## config.mk

```make
export PLATFORM = sky130hd
export DESIGN_NAME = router_ctrl_fsm_flat
export DESIGN_NICKNAME = d
export VERILOG_FILES = /design/src/rtl/router_pkg.sv /design/src/rtl/router_ctrl_fsm_if.sv /design/src/rtl/router_wait_timer.sv /design/src/rtl/router_ctrl_fsm.sv /design/src/flat_wrapper.sv
export SDC_FILE = /design/constraint.sdc
export NUM_CORES = 1
export LEC_CHECK = 0
export ABC_AREA = 1
export ABC_CLOCK_PERIOD_IN_PS = 3550
export BUFFER_PORTS_ARGS = -buffer_cell sky130_fd_sc_hd__clkbuf_2
export CAP_MARGIN = 25
export CORE_AREA = 2 2 39 41
export CTS_BUF_LIST = sky130_fd_sc_hd__clkbuf_8
export CTS_CLUSTER_SIZE = 10
export DETAILED_ROUTE_END_ITERATION = 8
export DIE_AREA = 0 0 41 43
export GPL_TIMING_DRIVEN = 0
export PLACE_DENSITY = 0.75
export SLEW_MARGIN = 5
export SYNTH_ARGS = -nofsm -noshare
export SYNTH_HDL_FRONTEND = slang
export SYNTH_SLANG_ARGS = --single-unit
export TNS_END_PERCENT = 30
```

## constraint.sdc

```tcl
create_clock -name clk -period 3.55 [get_ports clk]
set_input_delay 0.5325 -clock clk [delete_from_list [all_inputs] [get_ports clk]]
set_output_delay 0.5325 -clock clk [all_outputs]
set_load 0.02 [all_outputs]
```

## src/rtl/router_pkg.sv

```systemverilog
// Shared types and defaults for the router control FSM and its wait timer.
package router_pkg;

  localparam int unsigned DefaultNumPorts  = 3;
  localparam int unsigned DefaultWaitLimit = 30;

  typedef enum logic [3:0] {
    StDecode        = 4'd0,
    StWaitEmpty     = 4'd1,
    StLoadFirst     = 4'd2,
    StLoadData      = 4'd3,
    StLoadParity    = 4'd4,
    StFifoFull      = 4'd5,
    StLoadAfterFull = 4'd6,
    StCheckParity   = 4'd7,
    StDrop          = 4'd8
  } router_state_e;

endpackage

```

## src/rtl/router_ctrl_fsm_if.sv

```systemverilog
// Status/handshake bundle between the router datapath (master) and the control FSM (slave).
interface router_ctrl_fsm_if import router_pkg::*; #(
  parameter int unsigned NUM_PORTS = DefaultNumPorts,
  parameter int unsigned ADDR_W    = $clog2(NUM_PORTS)
);

  logic                 packet_valid;
  logic [ADDR_W-1:0]    addr_in;
  logic                 fifo_full;
  logic [NUM_PORTS-1:0] fifo_empty;
  logic [NUM_PORTS-1:0] soft_reset;
  logic                 parity_done;
  logic                 low_packet_valid;

  logic                 detect_add;
  logic                 lfd_state;
  logic                 ld_state;
  logic                 laf_state;
  logic                 full_state;
  logic                 write_enb_reg;
  logic                 rst_int_reg;
  logic                 busy;
  logic [ADDR_W-1:0]    port_sel;
  logic                 drop_pkt;

  modport master (
    output packet_valid, addr_in, fifo_full, fifo_empty, soft_reset, parity_done,
           low_packet_valid,
    input  detect_add, lfd_state, ld_state, laf_state, full_state, write_enb_reg,
           rst_int_reg, busy, port_sel, drop_pkt
  );

  modport slave (
    input  packet_valid, addr_in, fifo_full, fifo_empty, soft_reset, parity_done,
           low_packet_valid,
    output detect_add, lfd_state, ld_state, laf_state, full_state, write_enb_reg,
           rst_int_reg, busy, port_sel, drop_pkt
  );

endinterface

```

## src/rtl/router_wait_timer.sv

```systemverilog
// Counts consecutive WAIT_EMPTY cycles; expired once WAIT_LIMIT cycles have been spent there.
module router_wait_timer import router_pkg::*; #(
  parameter int unsigned WAIT_LIMIT = DefaultWaitLimit
) (
  input  logic clk,
  input  logic resetn,
  input  logic start,
  input  logic clear,
  output logic expired
);

  localparam int unsigned CntW = $clog2(WAIT_LIMIT + 1);

  logic [CntW-1:0] cnt_q, cnt_d;

  // cnt_q counts cycles already spent waiting, so the last permitted cycle sees LIMIT-1
  assign expired = (cnt_q == CntW'(WAIT_LIMIT - 1));

  always_comb begin
    cnt_d = cnt_q;
    if (clear) begin
      cnt_d = '0;
    end else if (start && !expired) begin
      cnt_d = cnt_q + 1'b1;
    end
  end

  always_ff @(posedge clk) begin
    if (!resetn) begin
      cnt_q <= '0;
    end else begin
      cnt_q <= cnt_d;
    end
  end

endmodule

```

## src/rtl/router_ctrl_fsm.sv

```systemverilog
// Router packet-flow control FSM with Moore state decodes.
// Define ROUTER_WAIT_TIMEOUT_EN to drop packets that wait too long for an empty FIFO.
module router_ctrl_fsm import router_pkg::*; #(
  parameter int unsigned NUM_PORTS  = DefaultNumPorts,
  parameter int unsigned ADDR_W     = $clog2(NUM_PORTS),
  parameter int unsigned WAIT_LIMIT = DefaultWaitLimit
) (
  input logic              clk,
  input logic              resetn,
  router_ctrl_fsm_if.slave bus
);

  localparam int unsigned PadW = 1 << ADDR_W;

  router_state_e     state_q, state_d;
  logic [ADDR_W-1:0] port_sel_q, port_sel_d;
  logic [PadW-1:0]   empty_pad, srst_pad;
  logic              addr_ok;
  logic              timer_expired;

  // Pad per-port vectors to the full address space so out-of-range addresses read as 0
  assign empty_pad = PadW'(bus.fifo_empty);
  assign srst_pad  = PadW'(bus.soft_reset);
  assign addr_ok   = (32'(bus.addr_in) < NUM_PORTS);

`ifdef ROUTER_WAIT_TIMEOUT_EN
  router_wait_timer #(
    .WAIT_LIMIT(WAIT_LIMIT)
  ) u_wait_timer (
    .clk    (clk),
    .resetn (resetn),
    .start  (state_q == StWaitEmpty),
    .clear  (state_d != StWaitEmpty),
    .expired(timer_expired)
  );
`else
  logic unused_wait_limit;
  assign unused_wait_limit = ^WAIT_LIMIT;
  assign timer_expired     = 1'b0;
`endif

  always_comb begin
    state_d    = state_q;
    port_sel_d = port_sel_q;
    case (state_q)
      StDecode: begin
        if (bus.packet_valid) begin
          port_sel_d = bus.addr_in;
          if (!addr_ok)                       state_d = StDrop;
          else if (empty_pad[bus.addr_in])    state_d = StLoadFirst;
          else                                state_d = StWaitEmpty;
        end
      end
      StWaitEmpty: begin
        if (empty_pad[port_sel_q])            state_d = StLoadFirst;
        else if (timer_expired)               state_d = StDrop;
      end
      StLoadFirst:                            state_d = StLoadData;
      StLoadData: begin
        if (bus.fifo_full)                    state_d = StFifoFull;
        else if (!bus.packet_valid)           state_d = StLoadParity;
      end
      StFifoFull: begin
        if (!bus.fifo_full)                   state_d = StLoadAfterFull;
      end
      StLoadAfterFull: begin
        if (bus.parity_done)                  state_d = StDecode;
        else if (bus.low_packet_valid)        state_d = StLoadParity;
        else                                  state_d = StLoadData;
      end
      StLoadParity:                           state_d = StCheckParity;
      StCheckParity: begin
        state_d = bus.fifo_full ? StFifoFull : StDecode;
      end
      StDrop: begin
        if (!bus.packet_valid)                state_d = StDecode;
      end
      default:                                state_d = StDecode;
    endcase
    // Only the soft reset of the latched destination aborts the packet
    if (state_q != StDecode && srst_pad[port_sel_q]) begin
      state_d = StDecode;
    end
  end

  always_ff @(posedge clk) begin
    if (!resetn) begin
      state_q    <= StDecode;
      port_sel_q <= '0;
    end else begin
      state_q    <= state_d;
      port_sel_q <= port_sel_d;
    end
  end

  assign bus.detect_add    = (state_q == StDecode);
  assign bus.lfd_state     = (state_q == StLoadFirst);
  assign bus.ld_state      = (state_q == StLoadData);
  assign bus.laf_state     = (state_q == StLoadAfterFull);
  assign bus.full_state    = (state_q == StFifoFull);
  assign bus.rst_int_reg   = (state_q == StCheckParity);
  assign bus.write_enb_reg = (state_q == StLoadData) || (state_q == StLoadAfterFull) ||
                             (state_q == StLoadParity);
  assign bus.busy          = (state_q != StDecode) && (state_q != StLoadData);
  assign bus.drop_pkt      = (state_q == StDrop);
  assign bus.port_sel      = port_sel_q;

endmodule

```

## src/flat_wrapper.sv

```systemverilog
// flat-port wrapper written by rule: the top's interface ports become plain ports
module router_ctrl_fsm_flat import router_pkg::*;
#(
  parameter int unsigned NUM_PORTS  = DefaultNumPorts,
  parameter int unsigned ADDR_W     = $clog2(NUM_PORTS),
  parameter int unsigned WAIT_LIMIT = DefaultWaitLimit
)
  (clk, resetn, bus_packet_valid, bus_addr_in, bus_fifo_full, bus_fifo_empty, bus_soft_reset, bus_parity_done, bus_low_packet_valid, bus_detect_add, bus_lfd_state, bus_ld_state, bus_laf_state, bus_full_state, bus_write_enb_reg, bus_rst_int_reg, bus_busy, bus_port_sel, bus_drop_pkt);
  router_ctrl_fsm_if #(.NUM_PORTS(NUM_PORTS), .ADDR_W(ADDR_W)) bus_i ();
  input logic clk;
  input logic resetn;
  input wire logic [$bits(bus_i.packet_valid)-1:0] bus_packet_valid;
  input wire logic [$bits(bus_i.addr_in)-1:0] bus_addr_in;
  input wire logic [$bits(bus_i.fifo_full)-1:0] bus_fifo_full;
  input wire logic [$bits(bus_i.fifo_empty)-1:0] bus_fifo_empty;
  input wire logic [$bits(bus_i.soft_reset)-1:0] bus_soft_reset;
  input wire logic [$bits(bus_i.parity_done)-1:0] bus_parity_done;
  input wire logic [$bits(bus_i.low_packet_valid)-1:0] bus_low_packet_valid;
  output wire logic [$bits(bus_i.detect_add)-1:0] bus_detect_add;
  output wire logic [$bits(bus_i.lfd_state)-1:0] bus_lfd_state;
  output wire logic [$bits(bus_i.ld_state)-1:0] bus_ld_state;
  output wire logic [$bits(bus_i.laf_state)-1:0] bus_laf_state;
  output wire logic [$bits(bus_i.full_state)-1:0] bus_full_state;
  output wire logic [$bits(bus_i.write_enb_reg)-1:0] bus_write_enb_reg;
  output wire logic [$bits(bus_i.rst_int_reg)-1:0] bus_rst_int_reg;
  output wire logic [$bits(bus_i.busy)-1:0] bus_busy;
  output wire logic [$bits(bus_i.port_sel)-1:0] bus_port_sel;
  output wire logic [$bits(bus_i.drop_pkt)-1:0] bus_drop_pkt;
  assign bus_i.packet_valid = bus_packet_valid;
  assign bus_i.addr_in = bus_addr_in;
  assign bus_i.fifo_full = bus_fifo_full;
  assign bus_i.fifo_empty = bus_fifo_empty;
  assign bus_i.soft_reset = bus_soft_reset;
  assign bus_i.parity_done = bus_parity_done;
  assign bus_i.low_packet_valid = bus_low_packet_valid;
  assign bus_detect_add = bus_i.detect_add;
  assign bus_lfd_state = bus_i.lfd_state;
  assign bus_ld_state = bus_i.ld_state;
  assign bus_laf_state = bus_i.laf_state;
  assign bus_full_state = bus_i.full_state;
  assign bus_write_enb_reg = bus_i.write_enb_reg;
  assign bus_rst_int_reg = bus_i.rst_int_reg;
  assign bus_busy = bus_i.busy;
  assign bus_port_sel = bus_i.port_sel;
  assign bus_drop_pkt = bus_i.drop_pkt;
  router_ctrl_fsm #(.NUM_PORTS(NUM_PORTS), .ADDR_W(ADDR_W), .WAIT_LIMIT(WAIT_LIMIT)) u_core (.clk(clk), .resetn(resetn), .bus(bus_i));
endmodule
```

==> flow_results.org <==
** GRT
- Summed over all layers, the global routing overflow is 0.
- Global routing used 16.0% of the available tracks across all layers.
- The via count of the first global-routing pass came to 581.
- Global-route wire length before repair :: 2000 um
- Entering global routing, the biggest net connects 7 pins.
- The initial antenna violation count is 0.

** Synth
- The biggest area contributor in the post-synthesis netlist is sky130_fd_sc_hd__dfxtp_1.
- Synth Instances :: 106
- After synthesis the netlist holds a flip-flop and latch count of 6.
- Syn Nets :: 120
- Summing every instance area after synthesis gives 584 sq um.
- Proportion of netlist area held by the largest area contributor :: 20.6%
- Of the synthesized area, sequential elements account for 20.6%.
- Ranking of synthesized cells by area :: sky130_fd_sc_hd__dfxtp_1, sky130_fd_sc_hd__nand2_1, sky130_fd_sc_hd__nand3_1
- Number of distinct library cell variants in the gate-level netlist after synthesis :: 17
- Number of warning messages in the yosys log :: 0
- Synthesized area per cell :: 5.51 sq um

** STA
- Derived from the worst setup path, the maximum achievable clock frequency is 576 MHz.
- In the final timing run, aggregate negative setup slack is 0 ns.
- Max Clock Skew :: 0.00207 ns
- Setup violations remaining at the end of the flow were counted as 0.
- Final worst-path setup slack :: 1.81 ns
- The final number of max-transition violations is 0.
- Least-Margin Pin Slew :: 0.335 ns
- Setup repair after global routing left no endpoint under its margin.
- Headroom to the max-slew limit came out at 77.5%.
- The worst path uses 48.9% of the clock period.
- Shortest period the worst path allows :: 1.74 ns
- The number of hold violations in the final report came to 0.

** Routing
- DR iter-0 viols :: 11
- Drt via density :: 4.75
- Length of the first detailed-routing pass in iterations :: 3
- The routed layout has 708 vias.
- After detailed routing, the average wire length per cell comes to 8.98 um.
- Residual DRC :: 0
- The detail route stage leaves a number of antenna-violating nets equal to 0.
- Summed over all layers, the routed wires come to 1340 um.

** Setup path
- In this run the critical register-to-register path is launched from u_core.state_q[0].
- Cell depth of the worst flop-to-flop path :: 5
- Worst setup slack for register-to-register paths :: 2.26 ns
- Along the worst path, the maximum fanout reaches 6.
- Reg2Reg Capture Point :: u_core.state_q[1]
- Crit-path slowest cell :: sky130_fd_sc_hd__dfxtp_1
- CP peak stage delay :: 0.44 ns
- The worst setup path is launched from a flop.
- Data arrives at the worst endpoint at 1.20 ns.
- The worst setup path is of the flop to output port kind.
- STA classifies the critical path endpoint as an output port.
- Crit path launch :: u_core.state_q[0]
- Among the stages of the critical path, the cell type that occurs most often is sky130_fd_sc_hd__inv_2.
- The critical path goes through nand2_1, inv_2, nand2_2, inv_2, nor2_1, clkbuf_2.
- Critical Path End :: bus_busy
- At the worst endpoint, the required time is 3.02 ns.

** Clock network
- The tree is rooted in a sky130_fd_sc_hd__clkbuf_8.
- Total number of clock tree sinks :: 6
- Clock tree from TritonCTS :: built
- In this run the number of H-tree levels came out at 1.
- Hold repair after CTS inserted 0 buffers.
- CTS clock-pin slew for the worst setup and hold paths :: 0.03 ns
- Clock buffers created by TritonCTS :: 3
- Post-CTS timing repair inserted 0 buffers for setup.
- At the later pin of the worst-skew pair, clock insertion delay measures 0.21 ns.
- Deepest clock path buffer count :: 2
- The number of gates resized after CTS was 0.

** Placed design
- Summing all placed instances gives a cell area of 724 sq um.
- Total half-perimeter wirelength after legalization and detailed placement :: 1150 um
- Worst setup slack before clock tree synthesis :: 2.05 ns
- In this run the tool buffered the top-level ports with 24 buffer cells.
- Routability cong. :: 0.812

** Power
- After layout, the design draws a total of 0.000522 W.
- Largest vdd supply drop :: 0.323 mV
- Total leakage power :: 0.460 nW
- In this run the power density over the cells is 682 nW/um^2.

** Die
- Site Rows :: 14
- 25 I/O pins were placed.
- The core region is 1380 sq um.
- DIE HEIGHT :: 43 um
- The die is 41 um wide.
- The die covers 1760 sq um.
- Starting density of the core :: 42.2%

** Status
- Result of the run :: completed

** Finish
- NumNets Final :: 149
- Finished Core Util :: 55.3%
- The area growth from synthesis to layout is 31.0%.
- Final cell area excluding filler cells :: 766 sq um
- 0 antenna diodes ended up in the layout.
- Fraction of final layout cells sized beyond drive strength 1 :: 33.8%

** Job
- Count of maximum capacitance violations :: 0

** Hold path
- Type of the tightest min-delay check :: flop to flop
[worst max-delay path, delay by kind of cell (launching register included)]
kind | cells | cell delay (ns)
buf+inv | 3 | 0.32
flops | 1 | 0.44
simple gates | 3 | 0.23
[metrics by stage]
| step | instances | hold WS, ns |
|---|---|---|
| 2_1_floorplan | 106 | 0.527 |
| 3_3_place_gp | 146 | 0.516 |
| 3_5_place_dp | 146 | 0.518 |
| 4_1_cts | 149 | 0.528 |
| 5_1_grt | 149 | 0.556 |
| 6_report | 149 | 0.523 |
[cell usage after synthesis (all sizes together)]
master	count
o21ai	5
or2	1
a21oi	6
nor3	1
nand3b	4
dfxtp	6
o31ai	1
nand3	13
nand2	32
inv	21
nor2	16
[registers in the layout (all words and copies together), names as in the netlist]
| name | count |
|---|---|
| u_core.bus.port_sel | 2 |
| u_core.state_q | 4 |
[area by class of cell]
type,instances,area [sq um]
clock buffer,3,41.3
fill,147,618
sequential,6,120
tap,16,20.0
multi-input combinational,79,385
inverter,21,78.8
timing repair buffer,24,120
[power breakdown]
group / switching (W) / internal [W]
registers: 0.0000257 / 0.0000882
clock network: 0.0000245 / 0.0000724
logic: 0.000206 / 0.000106
total: 0.000256 / 0.000266
[metal layers]
layer	vias up	track usage (%)	wire [um]
met5	-	0	0
met4	0	2.00	0
met3	0	4.71	75
met2	20	27.8	651
met1	305	18.8	611
li1	383	-	-
[cells in the final DEF (no fill, tap or decap), types with 3 or more instances in the layout]
cell type	count
sky130_fd_sc_hd__nor2_2	5
sky130_fd_sc_hd__clkbuf_2	24
sky130_fd_sc_hd__nand3b_1	4
sky130_fd_sc_hd__nand2_2	5
sky130_fd_sc_hd__inv_1	16
sky130_fd_sc_hd__inv_2	5
sky130_fd_sc_hd__nor2_1	10
sky130_fd_sc_hd__o21ai_0	4
sky130_fd_sc_hd__a21oi_1	5
sky130_fd_sc_hd__nand2_1	27
sky130_fd_sc_hd__clkbuf_8	3
sky130_fd_sc_hd__dfxtp_1	6
sky130_fd_sc_hd__nand3_1	13
[cell families (layout without fill, tap and decap cells)]
family,after synthesis,after routing,synth area share [%]
buf+inv,21,48,13.5
simple gates,67,67,54.6
flops,6,6,20.6
compound gates,12,12,11.3
[how the worst min path moves through the flow]
stage,start,to,slack (ns),cells past startpoint
finish,u_core.bus.port_sel[1],u_core.bus.port_sel[1],0.52,2
global route,u_core.bus.port_sel[1],u_core.bus.port_sel[1],0.56,2
CTS,u_core.bus.port_sel[1],u_core.bus.port_sel[1],0.53,2
detailed placement,u_core.bus.port_sel[1],u_core.bus.port_sel[1],0.52,2
global placement,u_core.bus.port_sel[1],u_core.bus.port_sel[1],0.52,2
floorplan,u_core.state_q[0],u_core.state_q[0],0.53,2
No activity file was read; power rests on OpenSTA's default activity.
